<file path="src/rtl/dbus_arb_pkg.sv">
// Shared types for the two-master data-bus arbiter: FSM states, master IDs
// and the request bundle that is carried from a master to the slave port.
package dbus_arb_pkg;

    localparam int ARB_XLEN = 32;

    typedef enum logic [1:0] {
        ARB_IDLE,
        ARB_BUSY_M0,
        ARB_BUSY_M1
    } type_arb_state_e;

    typedef enum logic {
        ARB_M0,
        ARB_M1
    } type_arb_master_e;

    typedef struct packed {
        logic [ARB_XLEN-1:0] addr;
        logic [ARB_XLEN-1:0] w_data;
        logic [3:0]          sel;
        logic                ld_req;
        logic                st_req;
    } type_dbus_req_s;

    // A master raising load and store together gets the store only.
    function automatic type_dbus_req_s arb_norm_req(input type_dbus_req_s r);
        type_dbus_req_s n;
        n = r;
        if (r.st_req) begin
            n.ld_req = 1'b0;
        end
        return n;
    endfunction

endpackage

</file>
<file path="src/rtl/dbus_arb_rr.sv">
// Two-way round-robin picker: a lone requester wins, a tie goes to the
// master that was not granted last.
module dbus_arb_rr
    import dbus_arb_pkg::*;
(
    input  logic [1:0]       req,
    input  type_arb_master_e last_grant,
    output logic             valid,
    output type_arb_master_e grant
);

    always_comb begin
        valid = |req;
        grant = ARB_M0;
        if (req == 2'b11) begin
            grant = (last_grant == ARB_M0) ? ARB_M1 : ARB_M0;
        end else if (req == 2'b10) begin
            grant = ARB_M1;
        end
    end

endmodule

</file>
<file path="src/rtl/dbus_arbiter.sv">
// Shares one data-memory port between the LSU (M0, with AMO lock) and a
// secondary master (M1). Define DBUS_ARB_TIMEOUT_EN to add the busy watchdog.
module dbus_arbiter
    import dbus_arb_pkg::*;
#(
    parameter int XLEN           = ARB_XLEN,
    parameter int TIMEOUT_CYCLES = 255
) (
    input  logic            clk,
    input  logic            rst,
    input  logic [XLEN-1:0] m0_addr,
    input  logic [XLEN-1:0] m0_w_data,
    input  logic [3:0]      m0_sel,
    input  logic            m0_ld_req,
    input  logic            m0_st_req,
    input  logic            m0_lock,
    output logic            m0_ack,
    output logic [XLEN-1:0] m0_r_data,
    input  logic [XLEN-1:0] m1_addr,
    input  logic [XLEN-1:0] m1_w_data,
    input  logic [3:0]      m1_sel,
    input  logic            m1_ld_req,
    input  logic            m1_st_req,
    output logic            m1_ack,
    output logic [XLEN-1:0] m1_r_data,
    output logic [XLEN-1:0] s_addr,
    output logic [XLEN-1:0] s_w_data,
    output logic [3:0]      s_sel,
    output logic            s_ld_req,
    output logic            s_st_req,
    input  logic            s_ack,
    input  logic [XLEN-1:0] s_r_data,
    output logic            arb_err
);

    if (XLEN != ARB_XLEN || TIMEOUT_CYCLES < 1) begin : g_bad_cfg
        $error("dbus_arbiter: XLEN must equal ARB_XLEN and TIMEOUT_CYCLES must be positive");
    end

    type_arb_state_e  state, next_state;
    type_arb_master_e last_grant, rr_grant;
    type_dbus_req_s   m0_req_s, m1_req_s, lat;
    logic             rr_valid;
    logic             pending, done, timeout;
    logic             load_m0, load_m1, clear_req;

    assign m0_req_s = '{addr: m0_addr, w_data: m0_w_data, sel: m0_sel,
                        ld_req: m0_ld_req, st_req: m0_st_req};
    assign m1_req_s = '{addr: m1_addr, w_data: m1_w_data, sel: m1_sel,
                        ld_req: m1_ld_req, st_req: m1_st_req};

    // pending is only ever set while in a BUSY state, so s_ack in IDLE is inert
    assign pending = lat.ld_req | lat.st_req;
    assign done    = pending & (s_ack | timeout);

    dbus_arb_rr u_rr (
        .req        ({m1_req_s.ld_req | m1_req_s.st_req,
                      m0_req_s.ld_req | m0_req_s.st_req}),
        .last_grant (last_grant),
        .valid      (rr_valid),
        .grant      (rr_grant)
    );

`ifdef DBUS_ARB_TIMEOUT_EN
    localparam int CNT_RAW = $clog2(TIMEOUT_CYCLES + 1);
    localparam int CNT_W   = (CNT_RAW < 8) ? 8 : CNT_RAW;

    logic [CNT_W-1:0] wd_cnt;

    always_ff @(posedge clk or posedge rst) begin
        if (rst) begin
            wd_cnt <= '0;
        end else if (load_m0 || load_m1) begin
            wd_cnt <= '0;
        end else if (pending && !s_ack) begin
            wd_cnt <= wd_cnt + CNT_W'(1);
        end
    end

    // Fires in the busy cycle whose increment would reach the limit
    assign timeout = pending & ~s_ack & (wd_cnt == CNT_W'(TIMEOUT_CYCLES - 1));
    assign arb_err = timeout;
`else
    assign timeout = 1'b0;
    assign arb_err = 1'b0;
`endif

    always_ff @(posedge clk or posedge rst) begin
        if (rst) begin
            state      <= ARB_IDLE;
            last_grant <= ARB_M1;
        end else begin
            state <= next_state;
            if (done) begin
                last_grant <= (state == ARB_BUSY_M0) ? ARB_M0 : ARB_M1;
            end
        end
    end

    always_ff @(posedge clk or posedge rst) begin
        if (rst) begin
            lat <= '0;
        end else if (load_m0) begin
            lat <= arb_norm_req(m0_req_s);
        end else if (load_m1) begin
            lat <= arb_norm_req(m1_req_s);
        end else if (clear_req) begin
            lat.ld_req <= 1'b0;
            lat.st_req <= 1'b0;
        end
    end

    // Under lock, BUSY_M0 with nothing outstanding waits for M0's next access
    always_comb begin
        next_state = state;
        load_m0    = 1'b0;
        load_m1    = 1'b0;
        clear_req  = 1'b0;
        case (state)
            ARB_IDLE: begin
                if (rr_valid) begin
                    if (rr_grant == ARB_M0) begin
                        next_state = ARB_BUSY_M0;
                        load_m0    = 1'b1;
                    end else begin
                        next_state = ARB_BUSY_M1;
                        load_m1    = 1'b1;
                    end
                end
            end
            ARB_BUSY_M0: begin
                if (pending) begin
                    if (s_ack) begin
                        clear_req = 1'b1;
                        if (!m0_lock) begin
                            next_state = ARB_IDLE;
                        end
                    end else if (timeout) begin
                        clear_req  = 1'b1;
                        next_state = ARB_IDLE;
                    end
                end else if (m0_req_s.ld_req || m0_req_s.st_req) begin
                    load_m0 = 1'b1;
                end else if (!m0_lock) begin
                    next_state = ARB_IDLE;
                end
            end
            ARB_BUSY_M1: begin
                if (done || !pending) begin
                    clear_req  = 1'b1;
                    next_state = ARB_IDLE;
                end
            end
            default: begin
                next_state = ARB_IDLE;
            end
        endcase
    end

    always_comb begin
        m0_ack    = 1'b0;
        m1_ack    = 1'b0;
        m0_r_data = timeout ? '0 : s_r_data;
        m1_r_data = timeout ? '0 : s_r_data;
        case (state)
            ARB_BUSY_M0: m0_ack = done;
            ARB_BUSY_M1: m1_ack = done;
            default: begin
                m0_ack = 1'b0;
                m1_ack = 1'b0;
            end
        endcase
    end

    assign s_addr   = lat.addr;
    assign s_w_data = lat.w_data;
    assign s_sel    = lat.sel;
    assign s_ld_req = lat.ld_req;
    assign s_st_req = lat.st_req;

endmodule
</file>
<file path="config.mk">
export PLATFORM = sky130hd
export DESIGN_NAME = dbus_arbiter
export DESIGN_NICKNAME = d
export VERILOG_FILES = /design/src/rtl/dbus_arb_pkg.sv /design/src/rtl/dbus_arb_rr.sv /design/src/rtl/dbus_arbiter.sv
export SDC_FILE = /design/constraint.sdc
export NUM_CORES = 1
export LEC_CHECK = 0
export CORE_MARGIN = 8
export CORE_UTILIZATION = 40
export CTS_BUF_LIST = sky130_fd_sc_hd__clkbuf_2
export CTS_CLUSTER_DIAMETER = 40
export CTS_CLUSTER_SIZE = 12
export DETAILED_ROUTE_END_ITERATION = 10
export PLACE_DENSITY = 0.95
export SLEW_MARGIN = 40
export SYNTH_ARGS = -nofsm -noshare
export SYNTH_HDL_FRONTEND = slang
export SYNTH_SLANG_ARGS = --single-unit
</file>
<file path="constraint.sdc">
create_clock -name clk -period 4.4 [get_ports clk]
set_clock_uncertainty 0.2 [all_clocks]
set_input_delay 0.88 -clock clk [delete_from_list [all_inputs] [get_ports clk]]
set_output_delay 0.88 -clock clk [all_outputs]
set_load 0.02 [all_outputs]
</file>
==> run_summary.xml, run 1 <==
<?xml version="1.0" encoding="UTF-8"?>
<metrics>
  <group name="clock_network">
    <metric name="buffer_levels_on_the_longest_clock_path" unit="">2</metric>
    <metric name="cts_tree" unit="">built</metric>
    <metric name="clock_latency" unit="ns">0.53</metric>
    <metric name="numClockSinks" unit="">73</metric>
    <metric name="htree_levels" unit="">3</metric>
    <metric name="numCtsBuffers" unit="">9</metric>
    <metric name="post_cts.resized_instances" unit="">0</metric>
    <metric name="clock-root-buffer" unit="">sky130_fd_sc_hd__clkbuf_2</metric>
    <metric name="total_setup_buffers_inserted_after_cts" unit="">0</metric>
    <metric name="cts.clk_slew.worst_paths" unit="ns">0.20</metric>
    <metric name="postCtsHoldBufs" unit="">0</metric>
  </group>
  <group name="die">
    <metric name="core_region" unit="um^2">11270</metric>
    <metric name="io-pin-count" unit="">313</metric>
    <metric name="start_util" unit="%">40.38</metric>
    <metric name="die_area" unit="um^2">15050</metric>
    <metric name="die-height" unit="um">122.7</metric>
    <metric name="row_count" unit="">39</metric>
    <metric name="die-width" unit="um">122.7</metric>
  </group>
  <group name="place">
    <metric name="io_buffers" unit="">215</metric>
    <metric name="place_area" unit="um^2">6269</metric>
    <metric name="gp_congestion" unit="">0.7874</metric>
    <metric name="hpwl" unit="mm">10.12</metric>
  </group>
  <group name="setup_path">
    <metric name="critPathRequiredTime" unit="ns">3.32</metric>
    <metric name="arrival" unit="ns">2.21</metric>
    <metric name="cp-end-kind" unit="">primary output</metric>
    <metric name="start_kind" unit="">primary input</metric>
    <metric name="cp_max_fo" unit="">5</metric>
    <metric name="setup.worst_path.class" unit="">primary input to primary output</metric>
  </group>
  <group name="timing">
    <metric name="worst_slew_pin_slew" unit="ns">0.5657</metric>
    <metric name="final-max-slew-violation-count" unit="">0</metric>
    <metric name="finalSetupViolations" unit="">0</metric>
    <metric name="tns" unit="ns">0</metric>
    <metric name="layout_min_cycle_time" unit="ns">3.292</metric>
    <metric name="timing.fmax" unit="MHz">303.8</metric>
    <metric name="fin_hold_viols" unit="">0</metric>
    <metric name="final_min_period_over_clock_period" unit="%">74.81</metric>
    <metric name="rsz0062_at_grt" unit="">no</metric>
    <metric name="timing.slew.headroom" unit="%">62.29</metric>
    <metric name="worst_hold_slack" unit="ns">0.3076</metric>
  </group>
  <group name="logic_synthesis">
    <metric name="synthesis.yosys.warnings" unit="">0</metric>
    <metric name="synth.ff_latch_count" unit="">73</metric>
    <metric name="synth.lib_cells_used.distinct" unit="">29</metric>
    <metric name="postSynthAreaPerCell" unit="um^2">13.79</metric>
    <metric name="mappedNetlistArea" unit="um^2">4552</metric>
    <metric name="register_area_share_after_synthesis" unit="%">40.16</metric>
    <metric name="synth_cells" unit="">330</metric>
    <metric name="post_synth_net_total" unit="">509</metric>
  </group>
  <group name="power">
    <metric name="power_density" unit="nW/um^2">737.1</metric>
    <metric name="power.switching" unit="mW">1.718</metric>
    <metric name="clkPwrFrac" unit="%">9.0</metric>
    <metric name="internal-power" unit="mW">2.997</metric>
    <metric name="total_power" unit="mW">4.716</metric>
    <metric name="combinational_share_of_power" unit="%">64.7</metric>
    <metric name="sw_frac_of_total" unit="%">36.44</metric>
    <metric name="power.leakage" unit="nW">2.688</metric>
    <metric name="seqPwrFrac" unit="%">26.3</metric>
    <metric name="peak_ir_drop_on_the_vdd_network" unit="mV">0.4149</metric>
  </group>
  <group name="detailed_routing">
    <metric name="vias_after_detailed_routing" unit="">3080</metric>
    <metric name="routed_wire_length" unit="mm">13.13</metric>
    <metric name="routedWlPerCell" unit="um">20.88</metric>
    <metric name="post_dr_vias_cell" unit="">4.897</metric>
    <metric name="drc_errors" unit="">0</metric>
    <metric name="drt-initial-drc-count" unit="">74</metric>
    <metric name="firstDrtPassIters" unit="">4</metric>
    <metric name="postRouteAntennaNets" unit="">0</metric>
  </group>
  <group name="global_route">
    <metric name="grt_usage" unit="%">17.37</metric>
    <metric name="grt_start_max_net_pins" unit="">71</metric>
    <metric name="first_global_vias" unit="">3704</metric>
    <metric name="first_pass_grt_wire_length" unit="mm">19.99</metric>
    <metric name="grt_overflow_total" unit="">0</metric>
    <metric name="number_of_antenna_violations_at_the_first_check_in_global_routing" unit="">0</metric>
  </group>
  <group name="finish">
    <metric name="n_antenna_cell" unit="">0</metric>
    <metric name="post_route_cells_drive_above_1_share" unit="%">32.72</metric>
    <metric name="final_cell_area" unit="um^2">6397</metric>
    <metric name="final_nets" unit="">660</metric>
    <metric name="area_growth_syn_to_layout" unit="%">40.54</metric>
    <metric name="fillCellCount" unit="">931</metric>
  </group>
  <group name="outcome">
    <metric name="run_status" unit="">finished clean</metric>
  </group>
  <group name="job">
    <metric name="maxCapViolCount" unit="">0</metric>
  </group>
  <group name="min_path">
    <metric name="hp-class" unit="">flip-flop to flip-flop</metric>
  </group>
</metrics>
-- critical path, cell delays in order --
cell and delay (ns):
sky130_fd_sc_hd__clkdlybuf4s50_1 0.54, sky130_fd_sc_hd__and3_1 0.18, sky130_fd_sc_hd__clkdlybuf4s50_1 0.61
-- synth_stat cells (all sizes together) --
library cell  count  area (um^2)
or2b              1        7.510
and3              3        23.77
nand3             1        5.000
o211ai            1        7.510
nand2             8        30.03
inv               3        11.26
nor3b             1        7.510
nor3              1        5.000
dfrtp            72         1802
a21oi             1        5.000
a211oi            1        7.510
dfstp             1        26.28
mux2            139         1817
nor2              3        11.26
or2               2        15.02
o22ai             1        6.260
conb              1        3.750
ha                3        37.54
mux2i             2        20.02
o21ai             5        25.02
buf              80        678.1
-- per-stage QoR --
step	utilization [%]	instances	worst slack, ns
2_1_floorplan	-	330	1.468
3_3_place_gp	55.59	613	1.142
3_5_place_dp	55.61	613	1.110
4_1_cts	56.75	629	1.088
5_1_grt	56.75	629	0.9637
6_report	56.75	629	1.108
-- cells in the final DEF, fill, tap and decap left out, types with 2 or more instances in the layout --
cell type / synthesis / layout
sky130_fd_sc_hd__clkdlybuf4s50_1: 0 / 215
sky130_fd_sc_hd__dfrtp_1: 72 / 72
sky130_fd_sc_hd__mux2_2: 70 / 70
sky130_fd_sc_hd__mux2_4: 67 / 67
sky130_fd_sc_hd__clkbuf_2: 0 / 9
sky130_fd_sc_hd__nand2_1: 8 / 8
sky130_fd_sc_hd__clkinv_1: 0 / 4
sky130_fd_sc_hd__buf_4: 65 / 4
sky130_fd_sc_hd__o21ai_1: 3 / 3
sky130_fd_sc_hd__nor2_1: 3 / 3
sky130_fd_sc_hd__ha_1: 3 / 3
sky130_fd_sc_hd__mux2_1: 2 / 2
sky130_fd_sc_hd__mux2i_1: 2 / 2
sky130_fd_sc_hd__inv_1: 3 / 2
sky130_fd_sc_hd__o21ai_0: 2 / 2
sky130_fd_sc_hd__and3_1: 2 / 2
sky130_fd_sc_hd__bufinv_16: 0 / 2
-- sequential cells by signal (all words and copies together) (netlist names) --
signal      count
s_addr         32
s_w_data       32
s_sel           4
state           2
last_grant      1
s_ld_req        1
s_st_req        1
-- power groups by stage --
stage,clock network (mW),registers (mW),logic [mW]
2_1_floorplan,0,1.63,1.75
3_3_place_gp,0,1.24,2.99
3_5_place_dp,0,1.26,3.07
4_1_cts,0.451,1.25,3.09
5_1_grt,0.469,1.28,3.21
6_report,0.427,1.24,3.05
-- cell type report --
class / count / area (um^2) / area share, %
flip-flops and latches: 73 / 1828 / 28.57
inverters: 3 / 13.76 / 0.2151
multi-input cells: 174 / 2046 / 31.98
clock buffers: 9 / 45.04 / 0.7041
well taps: 143 / 178.9 / 2.797
repair buffers: 220 / 2202 / 34.42
clock inverters: 7 / 83.83 / 1.310
-- path summary, 6_finish.rpt --
kind,from,to,slack [ns],depth (start not counted)
hold reg to reg,last_grant$_DFFE_PP1N_,last_grant$_DFFE_PP1N_,0.31,2
min in group asynchronous,rst,s_w_data[29]$_DFFE_PP0P_,0.52,2
setup reg to reg,state[0]$_DFFE_PP0P_,s_w_data[14]$_DFFE_PP0P_,1.97,6
hold / removal,last_grant$_DFFE_PP1N_,last_grant$_DFFE_PP1N_,0.31,2
setup / recovery,s_ack,m0_ack,1.11,3
max in group asynchronous,rst,s_w_data[19]$_DFFE_PP0P_,2.78,3
-- logic make-up (layout without fill, tap and decap cells) --
kind of cell | Yosys count | after routing | share of synthesized area, %
fa+ha+maj | 3 | 3 | 0.8247
other cells | 1 | 1 | 0.08238
mux | 141 | 141 | 40.35
buf+inv | 83 | 239 | 15.15
compound gates | 9 | 9 | 1.127
simple gates | 20 | 20 | 2.309
flops | 73 | 73 | 40.16
-- metal layers --
layer  GRT usage [%]  share of wire, %  up-vias
li1                -                 -     1379
met2           30.62                53      146
met4           8.759               2.7        0
met3           7.544               9.6       39
met5               0                 0        -
met1           17.08                34     1516
No activity file was read; power rests on OpenSTA's default activity.
==> run 2: changes to the inputs <==
--- a/config.mk
+++ b/config.mk
@@ -6,12 +6,12 @@
 export NUM_CORES = 1
 export LEC_CHECK = 0
 export CORE_MARGIN = 8
-export CORE_UTILIZATION = 40
+export CORE_UTILIZATION = 37
 export CTS_BUF_LIST = sky130_fd_sc_hd__clkbuf_2
 export CTS_CLUSTER_DIAMETER = 40
 export CTS_CLUSTER_SIZE = 12
 export DETAILED_ROUTE_END_ITERATION = 10
-export PLACE_DENSITY = 0.95
+export PLACE_DENSITY = 0.91
 export SLEW_MARGIN = 40
 export SYNTH_ARGS = -nofsm -noshare
 export SYNTH_HDL_FRONTEND = slang
==> constraint.sdc (replaced) <==
create_clock -name clk -period 3.21 [get_ports clk]
set_clock_uncertainty 0.2 [all_clocks]
set_input_delay 0.642 -clock clk [delete_from_list [all_inputs] [get_ports clk]]
set_output_delay 0.642 -clock clk [all_outputs]
set_load 0.02 [all_outputs]
==> run 2 against run 1 <==
Routed wire length rose by 0.59%. Power grew 37%. First-iteration DRC count grew 9.5%. Sequential share of layout area decreased by 0.15 points. Via count shrank 1.8%. Flip-flop and latch count stayed put. Register-to-register slack got worse by 0.98 ns. Combinational power grew 37%. Die area is 7.0% higher. Clock power increased by 36%. Worst setup slack worse by 0.84 ns.
==> run_summary.xml, run 2 (synthesis gave the netlist of run 1 again) <==
<?xml version="1.0" encoding="UTF-8"?>
<metrics>
  <group name="finish">
    <metric name="final_cell_area" unit="um^2">6431</metric>
    <metric name="mostFrequentLayoutCells" unit="">sky130_fd_sc_hd__clkdlybuf4s50_1, sky130_fd_sc_hd__dfrtp_1, sky130_fd_sc_hd__mux2_2</metric>
    <metric name="layout.cells.most_common" unit="">sky130_fd_sc_hd__clkdlybuf4s50_1</metric>
    <metric name="post_route_cells_drive_above_1_share" unit="%">33.06</metric>
    <metric name="final_cells" unit="">631</metric>
    <metric name="n_antenna_cell" unit="">0</metric>
    <metric name="final_nets" unit="">659</metric>
    <metric name="area_growth_syn_to_layout" unit="%">41.29</metric>
  </group>
  <group name="power">
    <metric name="power_density" unit="nW/um^2">1007</metric>
    <metric name="peak_ir_drop_on_the_vdd_network" unit="mV">0.6725</metric>
    <metric name="power.leakage" unit="nW">2.689</metric>
  </group>
  <group name="place">
    <metric name="hpwl" unit="mm">10.28</metric>
    <metric name="post-place-ws" unit="ns">0.3602</metric>
    <metric name="dpl.cell_count" unit="">616</metric>
    <metric name="io_buffers" unit="">215</metric>
    <metric name="gp_congestion" unit="">0.7639</metric>
    <metric name="place_area" unit="um^2">6301</metric>
  </group>
  <group name="detailed_routing">
    <metric name="post_dr_vias_cell" unit="">4.796</metric>
    <metric name="vias_after_detailed_routing" unit="">3026</metric>
    <metric name="routedLengthMet1" unit="mm">4.886</metric>
    <metric name="drc_errors" unit="">0</metric>
    <metric name="postRouteAntennaNets" unit="">0</metric>
    <metric name="drt-initial-drc-count" unit="">81</metric>
    <metric name="routedWlPerCell" unit="um">20.93</metric>
    <metric name="firstDrtPassIters" unit="">4</metric>
    <metric name="met3_length" unit="mm">1.310</metric>
    <metric name="top_layer_used_by_detailed_routing" unit="">met4</metric>
    <metric name="routed_wire_length" unit="mm">13.21</metric>
    <metric name="met2_wirelength" unit="mm">6.643</metric>
  </group>
  <group name="clock_network">
    <metric name="total_setup_buffers_inserted_after_cts" unit="">0</metric>
    <metric name="numClockSinks" unit="">73</metric>
    <metric name="cts_tree" unit="">built</metric>
    <metric name="clock-root-buffer" unit="">sky130_fd_sc_hd__clkbuf_2</metric>
    <metric name="buffer_levels_on_the_longest_clock_path" unit="">2</metric>
    <metric name="cts.clk_slew.worst_paths" unit="ns">0.20</metric>
    <metric name="clock_latency" unit="ns">0.52</metric>
    <metric name="htree_levels" unit="">3</metric>
    <metric name="postCtsHoldBufs" unit="">0</metric>
    <metric name="post_cts.resized_instances" unit="">0</metric>
    <metric name="numCtsBuffers" unit="">9</metric>
  </group>
  <group name="timing">
    <metric name="fin_hold_viols" unit="">0</metric>
    <metric name="worst_hold_slack" unit="ns">0.2534</metric>
    <metric name="timing.fmax" unit="MHz">339.4</metric>
    <metric name="final-max-slew-violation-count" unit="">0</metric>
    <metric name="finalWorstSetupSlack" unit="ns">0.2640</metric>
    <metric name="worst_slew_pin_slew" unit="ns">0.6370</metric>
    <metric name="tns" unit="ns">0</metric>
    <metric name="final_min_period_over_clock_period" unit="%">91.77</metric>
    <metric name="rsz0062_at_grt" unit="">no</metric>
    <metric name="finalSetupViolations" unit="">0</metric>
    <metric name="timing.slew.headroom" unit="%">57.49</metric>
    <metric name="layout_min_cycle_time" unit="ns">2.946</metric>
  </group>
  <group name="setup_path">
    <metric name="path_buf_inv" unit="">2</metric>
    <metric name="timing.rr.end" unit="">s_addr[6]$_DFFE_PP0P_</metric>
    <metric name="critPathRequiredTime" unit="ns">2.37</metric>
    <metric name="max_stage_delay_on_crit_path" unit="ns">0.60</metric>
    <metric name="cp_cell_sequence" unit="">inv_1, ha_1, and3_1, clkdlybuf4s50_1</metric>
    <metric name="timing.critical_path.slowest_stage_cell" unit="">sky130_fd_sc_hd__clkdlybuf4s50_1</metric>
    <metric name="r2r_setup_slk" unit="ns">0.99</metric>
    <metric name="cp_max_fo" unit="">7</metric>
    <metric name="setup.worst_path.class" unit="">flip-flop to primary output</metric>
    <metric name="timing.rr.start" unit="">state[1]$_DFFE_PP0P_</metric>
    <metric name="reg2regPathDepth" unit="">6</metric>
    <metric name="arrival" unit="ns">2.10</metric>
    <metric name="start_kind" unit="">flip-flop</metric>
    <metric name="cp-end-kind" unit="">primary output</metric>
    <metric name="crit_family" unit="">buffers and inverters</metric>
  </group>
  <group name="min_path">
    <metric name="hp-class" unit="">primary input to asynchronous set/reset pin</metric>
  </group>
  <group name="global_route">
    <metric name="grt_start_max_net_pins" unit="">71</metric>
    <metric name="first_global_vias" unit="">3499</metric>
    <metric name="grt_usage" unit="%">16.21</metric>
    <metric name="first_pass_grt_wire_length" unit="mm">20.36</metric>
    <metric name="grt_overflow_total" unit="">0</metric>
    <metric name="number_of_antenna_violations_at_the_first_check_in_global_routing" unit="">0</metric>
  </group>
  <group name="outcome">
    <metric name="run_status" unit="">finished clean</metric>
  </group>
  <group name="die">
    <metric name="die-width" unit="um">126.9</metric>
    <metric name="row_count" unit="">40</metric>
    <metric name="core_region" unit="um^2">12010</metric>
    <metric name="start_util" unit="%">37.90</metric>
    <metric name="io-pin-count" unit="">313</metric>
    <metric name="die_area" unit="um^2">16110</metric>
    <metric name="die-height" unit="um">126.9</metric>
  </group>
  <group name="job">
    <metric name="maxCapViolCount" unit="">0</metric>
  </group>
</metrics>
[run 2: how the worst max path moves through the flow]
stage	startpoint	end	cells past startpoint
3_5_place_dp	m0_st_req	s_addr[16]$_DFFE_PP0P_	6
5_1_grt	state[1]$_DFFE_PP0P_	m0_ack	4
2_1_floorplan	rst	s_addr[0]$_DFFE_PP0P_	1
6_report	state[1]$_DFFE_PP0P_	m0_ack	4
3_3_place_gp	s_ack	m0_ack	3
4_1_cts	state[1]$_DFFE_PP0P_	m0_ack	4
[run 2: per-stage QoR]
stage | utilization, % | total power [mW]
global placement | 52.46 | 5.830
global route | 53.54 | 6.835
detailed placement | 52.46 | 5.945
CTS | 53.53 | 6.578
finish | 53.54 | 6.477
floorplan | - | 4.642
[run 2: where the power goes]
part / internal (mW) / total [mW] / switching [mW]
Clock: 0.249 / 0.581 / 0.332
Sequential: 1.41 / 1.71 / 0.299
Combinational: 2.48 / 4.19 / 1.71
Total: 4.14 / 6.48 / 2.34
[run 2: layer usage]
metal,GRT usage (%),vias up
li1,-,1381
met1,16.79,1434
met2,27.66,179
met3,6.912,32
met4,8.048,0
met5,0,-
[run 2: layout make-up]
cell class	instances	area, um^2
Timing Repair Buffer	219	2232
Clock buffer	9	45.04
Inverter	3	12.51
Fill cell	1008	5580
Clock inverter	6	83.83
Sequential cell	73	1828
Tap cell	147	183.9
Multi-Input combinational cell	174	2046
[run 2: worst register-to-register path: cells and delay by family, from the launching register on]
kind	cells	cell delay, ns
mux	2	0.64
simple gates	1	0.25
buf+inv	2	0.36
flops	1	0.44
fa+ha+maj	1	0.23
==> run 3: changes to the inputs <==
--- a/config.mk
+++ b/config.mk
@@ -11,6 +11,7 @@
 export CTS_CLUSTER_DIAMETER = 40
 export CTS_CLUSTER_SIZE = 12
 export DETAILED_ROUTE_END_ITERATION = 10
+export GPL_ROUTABILITY_DRIVEN = 0
 export PLACE_DENSITY = 0.91
 export SLEW_MARGIN = 40
 export SYNTH_ARGS = -nofsm -noshare
==> results of run 3 <==
The final DEF is identical to that of run 2; final timing and power are the same.
